File: config.mk
export PLATFORM = sky130hd
export DESIGN_NAME = debug_frame_tx
export DESIGN_NICKNAME = d
export VERILOG_FILES = /design/src/rtl/debug_frame_tx_pkg.sv /design/src/rtl/debug_frame_tx_field_select_next.sv /design/src/rtl/debug_frame_tx.sv
export SDC_FILE = /design/constraint.sdc
export NUM_CORES = 1
export LEC_CHECK = 0
export CAP_MARGIN = 20
export CORE_ASPECT_RATIO = 1.75
export CORE_UTILIZATION = 26
export DETAILED_ROUTE_END_ITERATION = 16
export SYNTH_ARGS = -nofsm -noshare
export SYNTH_HDL_FRONTEND = slang
export SYNTH_SLANG_ARGS = --single-unit
File: constraint.sdc
create_clock -name clk -period 7.5 [get_ports clk]
set_clock_uncertainty 0.05 [all_clocks]
set_input_delay 1.875 -clock clk [delete_from_list [all_inputs] [get_ports clk]]
set_output_delay 1.875 -clock clk [all_outputs]
set_load 0.01 [all_outputs]
File: src/rtl/debug_frame_tx_pkg.sv
// debug_frame_tx_pkg: shared constants and FSM encodings for the debug frame transmitter
package debug_frame_tx_pkg;
  localparam int DFT_UART_BITS = 8;
  localparam logic [7:0] DFT_SYNC_BYTE = 8'hA5;
  typedef enum logic [2:0] {DFT_IDLE, DFT_SYNC, DFT_COUNT, DFT_INDEX, DFT_DATA, DFT_CHECK} dft_state_e;
endpackage

File: src/rtl/debug_frame_tx_field_select_next.sv
// field_select_next: lowest set mask bit above idx, or at/above zero when first is set
module field_select_next #(
  parameter int N = 8,
  parameter int IW = 3
) (
  input  logic [N-1:0]  mask,
  input  logic [IW-1:0] idx,
  input  logic          first,
  output logic          found,
  output logic [IW-1:0] nxt
);
  always_comb begin
    found = 1'b0;
    nxt = '0;
    for (int k = N - 1; k >= 0; k--)
      if (mask[k] && (first || k > int'(idx))) begin
        found = 1'b1;
        nxt = IW'(k);
      end
  end
endmodule

File: src/rtl/debug_frame_tx.sv
// debug_frame_tx: captures a masked field snapshot and streams it as a framed, XOR-checked byte sequence
module debug_frame_tx
  import debug_frame_tx_pkg::*;
#(
  parameter int NUM_FIELDS = 8,
  parameter int FIELD_BITS = 32,
  parameter int UART_BITS = DFT_UART_BITS,
  parameter logic [UART_BITS-1:0] SYNC_BYTE = DFT_SYNC_BYTE
) (
  input  logic                             clk,
  input  logic                             rst,
  input  logic                             i_start,
  input  logic [NUM_FIELDS-1:0]            i_field_mask,
  input  logic [NUM_FIELDS*FIELD_BITS-1:0] i_snapshot,
  output logic [UART_BITS-1:0]             o_tx_data,
  output logic                             o_tx_valid,
  input  logic                             i_tx_ready,
  output logic                             o_busy,
  output logic                             o_done
);
  localparam int BPF = (FIELD_BITS + 7) / 8;
  localparam int IW = NUM_FIELDS > 1 ? $clog2(NUM_FIELDS) : 1;
  localparam int BW = BPF > 1 ? $clog2(BPF) : 1;

  dft_state_e state, state_d;
  logic [NUM_FIELDS-1:0] mask_q;
  logic [NUM_FIELDS-1:0][FIELD_BITS-1:0] snap_q;
  logic [UART_BITS-1:0] count_q, chk_q, chk_d;
  logic [IW-1:0] idx_q, idx_d, nxt;
  logic [BW-1:0] byte_q, byte_d;
  logic [BPF-1:0][UART_BITS-1:0] fpad;
  logic found, fire, capture, done_d;

  function automatic logic [UART_BITS-1:0] popcount(input logic [NUM_FIELDS-1:0] m);
    popcount = '0;
    for (int k = 0; k < NUM_FIELDS; k++) popcount += UART_BITS'(m[k]);
  endfunction

  field_select_next #(.N(NUM_FIELDS), .IW(IW)) u_sel (
    .mask(mask_q), .idx(idx_q), .first(state == DFT_COUNT), .found(found), .nxt(nxt)
  );

  assign fpad = (BPF * UART_BITS)'(snap_q[idx_q]);
  assign o_tx_valid = state != DFT_IDLE;
  assign o_busy = state != DFT_IDLE;
  assign fire = o_tx_valid && i_tx_ready;
  assign o_tx_data = state == DFT_SYNC  ? SYNC_BYTE :
                     state == DFT_COUNT ? count_q :
                     state == DFT_INDEX ? UART_BITS'(idx_q) :
                     state == DFT_DATA  ? fpad[byte_q] :
                     state == DFT_CHECK ? chk_q : '0;

  always_comb begin
    state_d = state;
    idx_d = idx_q;
    byte_d = byte_q;
    chk_d = chk_q;
    done_d = 1'b0;
    capture = 1'b0;
    if (state == DFT_IDLE) begin
      capture = i_start;
      state_d = i_start ? DFT_SYNC : DFT_IDLE;
      chk_d = i_start ? '0 : chk_q;
    end else if (fire) begin
      chk_d = (state == DFT_SYNC || state == DFT_CHECK) ? chk_q : chk_q ^ o_tx_data;
      // COUNT and the last DATA byte both hand over to the next enabled field or CHECK
      unique case (state)
        DFT_SYNC: state_d = DFT_COUNT;
        DFT_COUNT, DFT_DATA:
          if (state == DFT_DATA && byte_q != BW'(BPF - 1)) byte_d = byte_q + 1'b1;
          else begin
            state_d = found ? DFT_INDEX : DFT_CHECK;
            idx_d = found ? nxt : idx_q;
          end
        DFT_INDEX: begin
          state_d = DFT_DATA;
          byte_d = '0;
        end
        DFT_CHECK: begin
          state_d = DFT_IDLE;
          done_d = 1'b1;
        end
        default: state_d = DFT_IDLE;
      endcase
    end
  end

  always_ff @(posedge clk) begin
    if (rst) begin
      state <= DFT_IDLE;
      mask_q <= '0;
      snap_q <= '0;
      count_q <= '0;
      idx_q <= '0;
      byte_q <= '0;
      chk_q <= '0;
      o_done <= 1'b0;
    end else begin
      state <= state_d;
      idx_q <= idx_d;
      byte_q <= byte_d;
      chk_q <= chk_d;
      o_done <= done_d;
      if (capture) begin
        mask_q <= i_field_mask;
        snap_q <= i_snapshot;
        count_q <= popcount(i_field_mask);
      end
    end
  end
endmodule

==> impl_metrics.py, run 1 <==
metrics = {
    "floorplanning": {
        "initial_core_util_pct": 26.49,
        "die_y_um": 297.2,
        "fp.dieArea_sq_mm": 0.05072,
        "placeableCoreArea_sq_mm": 0.04887,
        "boundaryPins": 279,
        "die-width_um": 170.7,
        "placementRows": 107,
    },
    "cells_and_area": {
        "fillers": 5040,
        "mostFrequentLayoutCells": "nand2_1 (579), a21oi_1 (286), dfxtp_1 (282)",
        "multi_input_comb_area_sq_mm": 0.006535,
        "fin_nets": 2031,
        "drive_above_1_share_pct": 5.919,
        "seq_area_sq_mm": 0.005714,
        "area_delta_synth_final_pct": 30.89,
        "final_common_cell": "nand2_1",
    },
    "yosys": {
        "avgSynthCellArea_sq_um": 8.277,
        "synth_edf_count": 0,
        "synth_nets": 1840,
        "synth_simple_gate_area_share_pct": 20.50,
        "synthXorXnorAreaFrac_pct": 0.06766,
        "synth_mux_area_share_pct": 13.42,
        "synthArstFlopShare_pct": 0,
        "synth_area_sq_mm": 0.01294,
        "netlist_instances": 1564,
        "synthDistinctLibCells": 62,
        "synth-seq-cells": 285,
        "ys_warn_count": 0,
        "synth_ff_type": "dfxtp_1",
        "synth_compound_area_share_pct": 15.42,
        "synth_top_family_by_area": "simple AND/OR/NAND/NOR gates",
        "ys_seq_area_share_pct": 44.08,
        "synth_adder_area_share_pct": 1.005,
    },
    "global_routing": {
        "antenna_found_initial": 5,
        "grt_pass1_wl_um": 68800,
        "grt_remaining_overflow": 0,
        "grt_max_degree": 221,
        "grt_pass1_vias": 11720,
        "grt_usage_pct": 18.01,
    },
    "place": {
        "io_buffers": 278,
        "hpwl_um": 34800,
        "place.gp.congestion": 0.8570,
    },
    "power_and_ir_drop": {
        "p_leak_nw": 6.012,
        "powerDensity_mw_per_mm2": 230.5,
        "peakVddDrop_v": 0.0001413,
    },
    "route": {
        "wl_per_cell_um": 19.09,
        "wirelength_um": 46460,
        "routed_via_density": 4.837,
        "ant_nets": 0,
        "dr.pass1.iters": 5,
        "num_vias": 11770,
        "drc": 0,
        "drt_iter0_drc": 795,
    },
    "timing": {
        "rsz0062_at_grt": "false",
        "setup_viol": 0,
        "period_share_pct": 76.06,
        "hold_ws_ns": 0.4014,
        "fmax_ghz": 0.1753,
        "hold_viol": 0,
        "finalMaxSlewViolations": 0,
        "slew_headroom_pct": 25.61,
        "fin_crit_ns": 5.704,
        "tightest_slew_ns": 1.116,
        "finalSetupTns_ns": 0,
    },
    "clocking": {
        "numCtsBuffers": 27,
        "hold_buffers": 0,
        "insertion_delay_ns": 0.56,
        "cts_tree": "done",
        "cts_setup_buffers": 0,
        "cts_resized": 0,
        "cts.clk_slew.worst_paths_ns": 0.07,
        "cts_sinks": 285,
        "cts_buffer_depth": 3,
        "h-tree-depth": 1,
        "cts-root-buf": "clkbuf_16",
    },
    "critical_path": {
        "cp-end-kind": "primary output",
        "worstSetupPathType": "flip-flop to primary output",
        "crit_fanout": 47,
        "critPathLaunchType": "flip-flop",
        "cp.arrival_ns": 3.78,
        "required_ns": 5.58,
        "rrSetupSlack_ns": 4.47,
    },
    "flow_run": {
        "drv_cap": 0,
    },
    "worst_hold_path": {
        "hold_class": "flip-flop to flip-flop",
    },
    "outcome": {
        "outcome": "completed",
    },
}
cell type report:
cell class,count,share of cell area (%)
Timing Repair Buffer,291,17.10
Tap cell,654,4.829
Clock buffer,35,4.342
Sequential cell,285,33.72
Inverter,13,0.2880
Multi-Input combinational cell,1137,38.57
Clock inverter,13,1.071
Antenna cell,5,0.07384
synthesized netlist by cell type (7+ instances only):
cell / instances / area (sq um)
nand2_1: 579 / 2173
a21oi_1: 286 / 1431
dfxtp_1: 285 / 5705
clkbuf_1: 98 / 367.9
mux2i_1: 43 / 430.4
mux4_2: 31 / 698.2
nor2_1: 22 / 82.58
mux4_1: 21 / 551.8
nand3_1: 17 / 85.08
o21ai_0: 14 / 70.07
inv_1: 13 / 48.80
nand2b_1: 11 / 68.82
or3_1: 9 / 56.30
buf_6: 8 / 90.09
a21o_1: 7 / 52.55
a31oi_1: 7 / 43.79
buf_2: 7 / 35.03
nor3_1: 7 / 35.03
flip-flops by register name, summed over array words and instances, names as in the netlist:
signal / flops
snap_q: 256
idx_q: 3
mask_q: 8
o_done: 1
byte_q: 2
state: 3
chk_q: 8
count_q: 4
worst paths after layout:
kind               start      endpoint  cells past startpoint
max             idx_q[1]  o_tx_data[1]                      7
min          snap_q[173]   snap_q[173]                      2
max reg2reg     idx_q[1]      idx_q[1]                      7
min reg2reg  snap_q[173]   snap_q[173]                      2
where the power goes:
part | leakage, nW | total [W] | switching, W | internal (W)
sequential | 2.34 | 0.00175 | 0.000106 | 0.00165
clock | 0.446 | 0.00145 | 0.000615 | 0.000832
combinational | 3.23 | 0.000708 | 0.000389 | 0.000319
worst max-delay path, stage by stage (launching register included):
cell,delay [ns]
dfxtp_4,0.94
buf_4,0.44
mux4_2,0.27
mux2i_1,0.11
mux2i_1,0.30
o21ai_1,0.13
o21ai_0,0.26
clkdlybuf4s50_1,0.74
per-layer routing:
layer | track usage, % | up-vias | part of all wire [%]
met5 | 0 | - | 0
met4 | 10.30 | 0 | 5.1
met3 | 2.009 | 87 | 5.2
met2 | 31.88 | 423 | 51
met1 | 20.65 | 5561 | 38
li1 | - | 5697 | -
cells by family (layout without fill, tap and decap cells):
kind of cell | after synthesis | after routing
buffers and inverters | 142 | 352
AND/OR/NAND/NOR | 667 | 667
other | 0 | 5
multiplexers | 100 | 100
flip-flops | 285 | 285
XOR/XNOR | 1 | 1
adder cells (fa/ha/maj) | 8 | 8
AO/OA/AOI/OAI | 361 | 361
per-stage QoR:
stage               setup WS (ns)  utilization [%]  std cells  area, sq um  power (W)
global route                1.610            34.67       2433        16940   0.004092
finish                      1.796            34.67       2433        16940   0.003906
global placement            2.430            32.77       2380        16010   0.002485
detailed placement          2.371            32.77       2380        16010   0.002496
floorplan                   3.129                -       1564        12940   0.002162
CTS                         1.767            34.65       2428        16930   0.003944
Power figures use the tool's default switching activity.
==> run 2, diff against run 1 <==
- clock period: 7.5 -> 4.9 ns (I/O delays scaled with it)
==> run 2 against run 1 <==
Compared with the run above: sequential cell count unchanged; sequential power is 51% higher; largest power group unchanged; non-clock buffer count up 7; critical endpoint is now o_tx_data[2]; first-iteration DRC count shrank 27%.
==> impl_metrics.py, run 2 (synthesis results as in run 1) <==
metrics = {
    "route": {
        "num_vias": 11620,
        "routed_via_density": 4.755,
        "wirelength_um": 44860,
        "drc": 0,
        "dr.pass1.iters": 6,
        "drt_iter0_drc": 582,
        "ant_nets": 0,
        "wl_per_cell_um": 18.36,
    },
    "clocking": {
        "cts-root-buf": "clkbuf_16",
        "cts_tree": "done",
        "h-tree-depth": 1,
        "cts.clk_slew.worst_paths_ns": 0.06,
        "numCtsBuffers": 30,
        "hold_buffers": 0,
        "insertion_delay_ns": 0.56,
        "cts_sinks": 285,
        "cts_buffer_depth": 3,
    },
    "critical_path": {
        "r2r_start": "state[1]",
        "max_stage_delay_ns": 0.66,
        "critPathLaunchType": "flip-flop",
        "path_buf_inv": 2,
        "crit_fanout": 22,
        "required_ns": 3.62,
        "path_cells": "buf_4 -> mux4_2 -> mux2i_1 -> a211oi_1 -> o211ai_1 -> a21o_1 -> nand2_1 -> clkdlybuf4s50_1",
        "crit_path_top_delay_cell": "dfxtp_4",
        "worstSetupPathType": "flip-flop to primary output",
        "cp.arrival_ns": 3.42,
        "r2r_cells": 6,
        "r2r-end": "chk_q[1]",
        "rrSetupSlack_ns": 2.24,
        "crit_family": "buffers and inverters",
        "cp-end-kind": "primary output",
    },
    "worst_hold_path": {
        "hold_class": "flip-flop to flip-flop",
        "worstHoldEndpoint": "snap_q[171]",
        "whs_path_depth": 2,
        "min_from": "snap_q[171]",
    },
    "global_routing": {
        "antenna_found_initial": 5,
        "grt_remaining_overflow": 0,
        "grt_max_degree": 179,
        "grt_pass1_vias": 11800,
        "grt_pass1_wl_um": 67740,
        "grt_usage_pct": 17.48,
    },
    "cells_and_area": {
        "largestRegisters": "snap_q: 256 flops, chk_q: 8 flops, mask_q: 8 flops",
        "drive_above_1_share_pct": 6.607,
        "largest-register": "snap_q",
        "final_common_cell": "nand2_1",
        "largest_reg_flops": 256,
        "fin_nets": 2041,
        "mostFrequentLayoutCells": "nand2_1 (579), a21oi_1 (286), dfxtp_1 (282)",
        "area_delta_synth_final_pct": 33.36,
    },
    "timing": {
        "finalSetupTns_ns": 0,
        "rsz0062_at_grt": "false",
        "fmax_ghz": 0.2131,
        "fin_crit_ns": 4.692,
        "slew_headroom_pct": 40.09,
        "setup_viol": 0,
        "tightest_slew_ns": 0.8987,
        "hold_ws_ns": 0.4008,
        "hold_viol": 0,
        "worst_slack_ns": 0.2084,
        "period_share_pct": 95.75,
        "finalMaxSlewViolations": 0,
    },
    "floorplanning": {
        "boundaryPins": 279,
        "die_y_um": 297.2,
        "fp.dieArea_sq_mm": 0.05072,
        "placementRows": 107,
        "initial_core_util_pct": 26.49,
        "die-width_um": 170.7,
        "placeableCoreArea_sq_mm": 0.04887,
    },
    "place": {
        "dp_slack_ns": 0.5514,
        "io_buffers": 278,
        "hpwl_um": 32780,
        "place.gp.congestion": 0.8568,
    },
    "flow_run": {
        "drv_cap": 0,
    },
    "outcome": {
        "outcome": "completed",
    },
    "power_and_ir_drop": {
        "powerDensity_mw_per_mm2": 366.0,
        "p_leak_nw": 6.169,
        "peakVddDrop_v": 0.0002165,
    },
}
[run 2: cell types whose count changed in the layout (fill, tap and decap cells not counted), moves of 2 or more]
cell and delta:
clkinvlp_4 -2, buf_12 +6, clkbuf_16 +3, bufinv_16 +4, clkinv_4 +2
[run 2: per-stage QoR]
step	utilization [%]	instances	total power [W]	cell area, sq um
after floorplan	-	1564	0.003310	12940
final	35.33	2444	0.006318	17260
after global placement	32.99	2386	0.003794	16120
after detailed placement	32.99	2386	0.003818	16120
after CTS	35.30	2440	0.006394	17250
after global routing	35.33	2444	0.006612	17260
[run 2: tightest hold or removal path, delay by kind of cell, from the launching register on]
family | cells | cell delay, ns
flip-flops | 1 | 0.30
AO/OA/AOI/OAI | 1 | 0.05
AND/OR/NAND/NOR | 1 | 0.05
[run 2: routing by layer]
layer  vias to the layer above  part of all wire [%]  global-route usage, %  routed length [um]
li1                       5716                     -                      -                   -
met1                      5518                    38                  19.48               17240
met2                       326                    53                  32.49               23840
met4                         2                   3.8                  7.786                1727
met3                        58                   4.6                  2.089                2045
met5                         -                 0.029                      0                  13
[run 2: layout make-up]
| cell class | instances | area [sq um] |
|---|---|---|
| well taps | 654 | 818.3 |
| diodes | 4 | 10.01 |
| flip-flops and latches | 285 | 5717 |
| repair buffers | 298 | 3025 |
| multi-input cells | 1137 | 6535 |
| inverters | 13 | 48.80 |
| clock buffers | 36 | 793.3 |
| clock inverters | 17 | 315.3 |
| fillers | 5053 | 31600 |
[run 2: worst max path at each step]
stage / startpoint / to / slack, ns / cells after the start
after floorplan: i_field_mask[0] / count_q[2] / 1.18 / 11
after CTS: idx_q[0] / o_tx_data[0] / 0.14 / 8
after global placement: i_field_mask[0] / count_q[2] / 0.44 / 12
final: idx_q[0] / o_tx_data[2] / 0.21 / 8
after detailed placement: i_field_mask[0] / count_q[2] / 0.55 / 12
after global routing: idx_q[0] / o_tx_data[0] / 0.02 / 8
[run 2: timing repair]
item	CTS	global route
buffers inserted	1	0
resized for setup	0	1
pin swaps	0	0
endpoints found under the setup margin	3	1
cloned	0	0
[run 2: where the power goes]
group          switching, W  internal [W]  leakage, nW
clock              0.000982       0.00158        0.542
combinational      0.000619      0.000502         3.29
sequential         0.000116       0.00252         2.34
total               0.00172       0.00460         6.17
==> run 3, diff against run 2 <==
- CORE_UTILIZATION: 26 -> 45
- PLACE_DENSITY: unset -> 0.72
- clock period: 4.9 -> 5.3 ns (I/O delays scaled with it)
==> run 3 against run 2 <==
Compared with the run above: core utilization grew 24 points; power shrank 13%; wire length shrank 16%; sequential cell count is the same; sequential share of layout area grew 1.2 points; clock power shrank 18%; worst setup slack gained 0.26 ns; critical path depth is the same; non-clock buffer count shrank 7; critical path type unchanged.
==> impl_metrics.py, run 3 (synthesis results as in run 1) <==
metrics = {
    "clocking": {
        "cts_sinks": 285,
        "cts_setup_buffers": 0,
        "h-tree-depth": 1,
        "cts_buffer_depth": 3,
        "insertion_delay_ns": 0.54,
        "cts_tree": "done",
        "cts_resized": 0,
        "cts-root-buf": "clkbuf_16",
        "cts.clk_slew.worst_paths_ns": 0.07,
        "hold_buffers": 0,
        "numCtsBuffers": 26,
    },
    "power_and_ir_drop": {
        "p_leak_nw": 6.053,
        "p_seq_share_pct": 44.2,
        "p_int_w": 0.004038,
        "peakVddDrop_v": 0.0002462,
        "clkPwrFrac_pct": 37.8,
        "powerDensity_mw_per_mm2": 331.3,
        "p_total_w": 0.005523,
        "switching_power_w": 0.001484,
        "switching_share_pct": 26.88,
        "p_comb_share_pct": 18.0,
    },
    "route": {
        "drc": 0,
        "wirelength_um": 37630,
        "ant_nets": 0,
        "wl_per_cell_um": 17.53,
        "drt_iter0_drc": 969,
        "routed_via_density": 5.441,
        "num_vias": 11680,
        "dr.pass1.iters": 6,
    },
    "timing": {
        "slew_headroom_pct": 16.31,
        "finalMaxSlewViolations": 0,
        "tightest_slew_ns": 1.255,
        "finalSetupTns_ns": 0,
        "fin_crit_ns": 4.836,
        "setup_viol": 0,
        "fmax_ghz": 0.2068,
        "period_share_pct": 91.24,
        "hold_viol": 0,
        "rsz0062_at_grt": "false",
    },
    "cells_and_area": {
        "final_cells": 2147,
        "fillers": 2497,
        "insertedDiodeCount": 0,
        "largestRegisters": "snap_q: 256 flops, chk_q: 8 flops, mask_q: 8 flops",
        "drive_above_1_share_pct": 5.975,
        "seq_area_sq_mm": 0.005714,
        "mostFrequentLayoutCells": "nand2_1 (579), a21oi_1 (286), dfxtp_1 (282)",
        "largest-register": "snap_q",
        "largest_reg_flops": 256,
        "fin_nets": 2030,
        "multi_input_comb_area_sq_mm": 0.006535,
        "final_common_cell": "nand2_1",
        "area_delta_synth_final_pct": 28.75,
    },
    "floorplanning": {
        "die_y_um": 226.4,
        "die-width_um": 130.2,
        "boundaryPins": 279,
        "placeableCoreArea_sq_mm": 0.02807,
        "fp.dieArea_sq_mm": 0.02948,
        "initial_core_util_pct": 46.11,
        "placementRows": 81,
    },
    "critical_path": {
        "worstSetupPathType": "flip-flop to primary output",
        "r2r_cells": 6,
        "critPathCapture": "o_tx_data[6]",
        "crit_fanout": 46,
        "crit_path_frequent_cell": "nand2_1",
        "crit_family": "multiplexers",
        "path_cells": "buf_12 -> mux4_1 -> mux4_2 -> nand2_1 -> o311ai_1 -> nand2_1 -> a21oi_1 -> clkdlybuf4s50_1",
        "max_stage_delay_ns": 0.81,
        "rrSetupSlack_ns": 2.63,
        "r2r_start": "idx_q[0]",
        "crit_path_top_delay_cell": "dfxtp_4",
        "r2r-end": "chk_q[1]",
        "cp.arrival_ns": 3.46,
        "path_buf_inv": 2,
        "path_depth": 8,
        "critPathLaunchType": "flip-flop",
        "required_ns": 3.92,
        "cp-end-kind": "primary output",
        "crit_start": "idx_q[0]",
    },
    "place": {
        "place.gp.congestion": 0.8721,
        "hpwl_um": 26610,
        "io_buffers": 278,
        "dp_cells": 2099,
    },
    "global_routing": {
        "grt_pass1_vias": 11350,
        "grt_pass1_wl_um": 57880,
        "grt_remaining_overflow": 0,
        "grt_usage_pct": 25.52,
        "grt_max_degree": 269,
        "antenna_found_initial": 0,
    },
    "worst_hold_path": {
        "hold_class": "flip-flop to flip-flop",
    },
    "outcome": {
        "outcome": "completed",
    },
    "flow_run": {
        "drv_cap": 0,
    },
}
[run 3: cell count changes in the layout (fill, tap and decap cells not counted), sizes merged]
cell and delta:
buf -8, bufinv -2, diode -4, clkinv +1, clkbuf -1, inv -2
[run 3: stage by stage]
stage	setup slack (ns)	util, %	instance area (sq um)	hold WS (ns)
2_1_floorplan	1.479	-	12940	0.3815
3_3_place_gp	0.8469	55.97	15710	0.3872
5_1_grt	0.3204	59.37	16670	0.4188
4_1_cts	0.4366	59.37	16670	0.4024
3_5_place_dp	0.8512	55.97	15710	0.3937
6_report	0.4641	59.37	16670	0.3994
[run 3: final cells by class]
cell class | count | share of cell area, %
clock buffer | 34 | 4.324
clock inverter | 14 | 1.411
inverter | 13 | 0.2928
multi-input combinational | 1137 | 39.21
sequential | 285 | 34.28
tap | 373 | 2.800
timing repair buffer | 291 | 17.68
[run 3: worst min path at each step]
stage,startpoint,to,cells past startpoint
floorplan,snap_q[191],snap_q[191],2
global placement,snap_q[45],snap_q[45],2
detailed placement,snap_q[64],snap_q[64],2
CTS,snap_q[64],snap_q[64],2
global route,snap_q[198],snap_q[198],2
finish,snap_q[133],snap_q[133],2
[run 3: per-layer routing]
layer | vias to the layer above | global-route usage, % | routed length, um
met5 | - | 0 | 0
met4 | 0 | 14.48 | 2119
met3 | 88 | 2.596 | 1845
met2 | 391 | 45.86 | 19430
met1 | 5506 | 28.91 | 14230
li1 | 5696 | - | -
[run 3: worst min-delay path, delay by kind of cell (launching register included)]
kind               cells  cell delay (ns)
DFF                    1             0.31
and+or+nand+nor        1             0.05
AOI/OAI and AO/OA      1             0.05
[run 3: power groups by stage]
stage          combinational (W)  clock, W  sequential (W)
2_1_floorplan           0.000622         0         0.00244
6_report                0.000991   0.00209         0.00244
5_1_grt                  0.00109   0.00220         0.00246
3_5_place_dp            0.000988         0         0.00249
3_3_place_gp            0.000974         0         0.00248
4_1_cts                 0.000995   0.00211         0.00244
